--- config.mk ---
export PLATFORM = sky130hd
export DESIGN_NAME = bcd_formatter
export DESIGN_NICKNAME = d
export VERILOG_FILES = /design/src/rtl/bcd_formatter.sv
export SDC_FILE = /design/constraint.sdc
export NUM_CORES = 1
export LEC_CHECK = 0
export BUFFER_PORTS_ARGS = -buffer_cell sky130_fd_sc_hd__buf_2
export CORE_ASPECT_RATIO = 1.5
export CORE_MARGIN = 4
export CORE_UTILIZATION = 56
export CTS_CLUSTER_DIAMETER = 120
export DETAILED_ROUTE_END_ITERATION = 10
export PLACE_DENSITY = 0.79
export SLEW_MARGIN = 15
export SYNTH_ARGS = -nofsm -noshare
export SYNTH_HDL_FRONTEND = slang
export SYNTH_SLANG_ARGS = --single-unit
--- constraint.sdc ---
create_clock -name clk -period 2.5 [get_ports clk]
set_input_delay 0 -clock clk [delete_from_list [all_inputs] [get_ports clk]]
set_output_delay 0 -clock clk [all_outputs]
set_load 0.05 [all_outputs]
--- src/rtl/bcd_formatter.sv ---
// bcd_formatter: serial double-dabble binary-to-BCD converter with sign handling,
// significant-digit count and valid/ready handshakes on both sides.
module bcd_formatter #(
   parameter int DATA_WIDTH = 16,
   parameter int NUM_DIGITS = 5
) (
   input  logic                                clk,
   input  logic                                rst,
   input  logic [DATA_WIDTH-1:0]               i_data,
   input  logic                                i_is_signed,
   input  logic                                i_valid,
   output logic                                o_ready,
   output logic [4*NUM_DIGITS-1:0]             o_data,
   output logic                                o_data_is_neg,
   output logic [$clog2(NUM_DIGITS+1)-1:0]     o_num_digits,
   output logic                                o_valid,
   input  logic                                i_ready
);
   localparam int CW  = $clog2(DATA_WIDTH + 1);
   localparam int NDW = $clog2(NUM_DIGITS + 1);
   typedef enum logic [1:0] {IDLE, CONVERT, DONE} state_t;
   state_t                  state;
   logic [DATA_WIDTH-1:0]   mag, nxt_mag;
   logic [CW-1:0]           cnt;
   logic [4*NUM_DIGITS-1:0] adj, nxt_bcd;
   logic [NDW-1:0]          nxt_digits;
   logic                    in_neg;
   assign in_neg = i_is_signed & i_data[DATA_WIDTH-1];
   // o_data doubles as the BCD accumulator; digit count is taken from the final shift result
   always_comb begin
      adj = o_data;
      for (int i = 0; i < NUM_DIGITS; i++)
         if (adj[4*i +: 4] >= 4'd5) adj[4*i +: 4] = adj[4*i +: 4] + 4'd3;
      {nxt_bcd, nxt_mag} = {adj, mag} << 1;
      nxt_digits = NDW'(1);
      for (int i = 1; i < NUM_DIGITS; i++)
         if (nxt_bcd[4*i +: 4] != 4'd0) nxt_digits = NDW'(i + 1);
   end
   always_ff @(posedge clk) begin
      if (rst) begin
         state         <= IDLE;
         o_ready       <= 1'b1;
         o_valid       <= 1'b0;
         o_data        <= '0;
         o_data_is_neg <= 1'b0;
         o_num_digits  <= NDW'(1);
         mag           <= '0;
         cnt           <= '0;
      end else begin
         case (state)
            IDLE: if (i_valid) begin
               state         <= CONVERT;
               o_ready       <= 1'b0;
               o_data_is_neg <= in_neg;
               mag           <= in_neg ? ~i_data + 1'b1 : i_data;
               o_data        <= '0;
               cnt           <= '0;
            end
            CONVERT: begin
               o_data <= nxt_bcd;
               mag    <= nxt_mag;
               cnt    <= cnt + 1'b1;
               if (cnt == CW'(DATA_WIDTH - 1)) begin
                  state        <= DONE;
                  o_valid      <= 1'b1;
                  o_num_digits <= nxt_digits;
               end
            end
            DONE: if (i_ready) begin
               state   <= IDLE;
               o_valid <= 1'b0;
               o_ready <= 1'b1;
            end
            default: begin
               state   <= IDLE;
               o_valid <= 1'b0;
               o_ready <= 1'b1;
            end
         endcase
      end
   end
endmodule

==> flow_metrics.py <==
metrics = {
    "timing": {
        "maxSlewViolCount": 0,
        "slew_headroom": 0.345,
        "fin_crit_sh": 0.854,
        "fin_ws_ps": 364,
        "max_clock_freq_mhz": 468,
        "finalClockSkew_ps": 3.62,
        "rsz0062_at_grt": "no",
        "hold_violations": 0,
        "period_needed_ps": 2140,
        "setup_violations": 0,
        "tightest_slew_ps": 982,
        "fin_setup_tns_ps": 0,
    },
    "power_and_ir_drop": {
        "ir_worst_vdd_mv": 0.324,
        "leakage_uw": 0.00133,
        "pwr_density_cell_nw_per_um2": 466,
        "power_uw": 1520,
    },
    "critical_path": {
        "crit_path_end_kind": "flip-flop",
        "cp_data_arrival_time_ps": 2370,
        "cp_cell_sequence": "ha_1 > and3_1 > ha_1 > nand3b_4 > a211oi_2 > nand3b_1 > nor4b_2 > o21ai_1 > a21oi_1",
        "path_max_fanout": 5,
        "critPathSlowestCell": "dfxtp_1",
        "worst_ep_required_time_ps": 2740,
        "criticalPathCategory": "reg -> reg",
        "crit_path_start_kind": "flip-flop",
        "cp_slowest_stage_delay_ps": 380,
        "worst_path_most_repeated_cell": "ha_1",
    },
    "die": {
        "rows": 31,
        "dieHeight_um": 95.1,
        "die_width_um": 66.0,
        "io_pins": 47,
        "fp.dieArea_um2": 6280,
        "core-area_um2": 4850,
        "start_util": 0.584,
    },
    "placed_design": {
        "hpwl_mm": 4.66,
        "dp_cells": 463,
        "io_buffers": 46,
        "gp_congestion": 0.861,
        "place_ws_ps": 389,
    },
    "global_route": {
        "grt_max_degree": 36,
        "grt-ovfl-total": 0,
        "grt_pass1_vias": 2487,
        "grt_pass1_wl_mm": 11.0,
        "grt_antenna_before_repair": 0,
        "grt_usage": 0.221,
    },
    "synthesis": {
        "netlist_area_um2": 2830,
        "synth.ff_latch_count": 49,
        "synthCells": 361,
        "async_flop_share": 0,
        "synthTopCellsByArea": "dfxtp_1 (35%), a21oi_1 (8.0%), ha_1 (5.7%), nor2_1 (5.6%), a22oi_1 (4.2%)",
        "ys_seq_area_frac": 0.347,
        "synth_flop_cell": "dfxtp_1",
        "synth_top_area_share": 0.347,
        "synth.distinct_cells": 50,
        "ys_top_cells_by_count": "dfxtp_1 (49), a21oi_1 (45), nor2_1 (42)",
        "yosysMostFrequentCell": "dfxtp_1",
        "synthesis.nets": 395,
        "synth_top_cell_by_area": "dfxtp_1",
        "ys_warn_count": 0,
        "syn_area_per_cell_um2": 7.84,
        "synth_edf_count": 0,
    },
    "cts": {
        "clk_latency_ps": 310,
        "cts_resized": 0,
        "cts_setup_buffers": 0,
        "cts-root-buf": "clkbuf_8",
        "cts_buffers": 5,
        "clkSinkCount": 49,
        "clock_path_buffers": 2,
        "clkTransAtPathRegs_ps": 90,
        "htree_levels": 2,
        "cts_tree": "done",
    },
    "cells_and_area": {
        "layout-drive-gt1-share": 0.186,
        "synthToLayoutAreaGrowth_pct": 14.8,
        "final.fill_count": 437,
        "diodes": 0,
        "fin_util": 0.670,
        "fin_cells": 475,
        "final_nets": 442,
        "multi_input_area_um2": 1700,
        "seqCellArea_um2": 981,
    },
    "route": {
        "vias_per_cell": 5.63,
        "postRouteWirelength_mm": 6.40,
        "vias": 2672,
        "wl_per_cell_um": 13.5,
        "ant_nets": 0,
        "drtPass1Iterations": 4,
        "drcViolationCount": 0,
        "drt-initial-drc-count": 210,
    },
    "worst_hold_path": {
        "min_path_type": "in -> reg",
    },
    "outcome": {
        "outcome": "finished, final reports clean",
    },
    "job": {
        "timing.max_cap.violations": 0,
    },
}
-- area by class of cell --
type	count	area share
Inverter	17	0.0196
Clock inverter	2	0.00308
Tap cell	66	0.0254
Clock buffer	6	0.0223
Sequential cell	49	0.302
Timing Repair Buffer	59	0.104
Multi-Input combinational cell	276	0.524
-- cell usage in the layout (no fill, tap or decap), drive strengths merged, types with 9 or more instances in the layout --
cell / synthesis / final
xor2: 9 / 9
a21oi: 46 / 46
nor2: 44 / 44
dfxtp: 49 / 49
nor3: 10 / 10
buf: 10 / 55
ha: 13 / 13
nand3: 13 / 13
inv: 17 / 17
nand2: 30 / 30
o21ai: 16 / 16
xnor2: 9 / 9
a22oi: 16 / 16
a31oi: 11 / 11
-- power breakdown --
group	internal (uW)	switching, uW	total [uW]
Combinational	83.5	143	226
Clock	195	271	465
Sequential	808	15.8	824
Total	1090	429	1520
-- routing by layer --
metal / vias up / wire length (um) / global-route usage
met1: 1220 / 2680 / 0.251
met4: 0 / 142 / 0.0932
met3: 10 / 331 / 0.0354
met5: - / 0 / 0
met2: 76 / 3250 / 0.404
li1: 1366 / - / -
-- stage by stage --
step / area, um2 / hold WS, ps
global placement: 3130 / 298
detailed placement: 3130 / 304
finish: 3250 / 4.50
global route: 3250 / 31.6
CTS: 3250 / 0.357
floorplan: 2830 / 174
-- path summary, 6_finish.rpt --
| path | from | to | slack [ps] | cells past startpoint |
|---|---|---|---|---|
| setup / recovery | cnt[0] | o_num_digits[1] | 360 | 9 |
| hold / removal | i_data[14] | mag[14] | 5 | 4 |
| setup reg to reg | cnt[0] | o_num_digits[1] | 360 | 9 |
| hold reg to reg | mag[1] | mag[2] | 460 | 2 |
-- worst max-delay path: cells and delay by family (launching register included) --
kind | cells | cell delay [ps]
DFF | 1 | 380
adders and majority gates | 2 | 460
and+or+nand+nor | 4 | 750
AOI/OAI and AO/OA | 3 | 460
-- registers in the layout, indices dropped and copies added, names as in the netlist --
register	count
cnt	5
mag	16
o_data	20
o_data_is_neg	1
o_num_digits	3
o_ready	1
o_valid	1
state	2
-- cells by family after synthesis --
logic type	synth area share
xor+xnor	0.0557
fa+ha+maj	0.0575
simple gates	0.252
compound gates	0.224
flops	0.347
mux	0.0111
buf+inv	0.0530
-- repair_timing --
item | in CTS | in global routing
hold buffers | 4 | 0
setup endpoints to repair | 0 | 0
hold endpoints to repair | 4 | 0
Power figures use the tool's default switching activity.
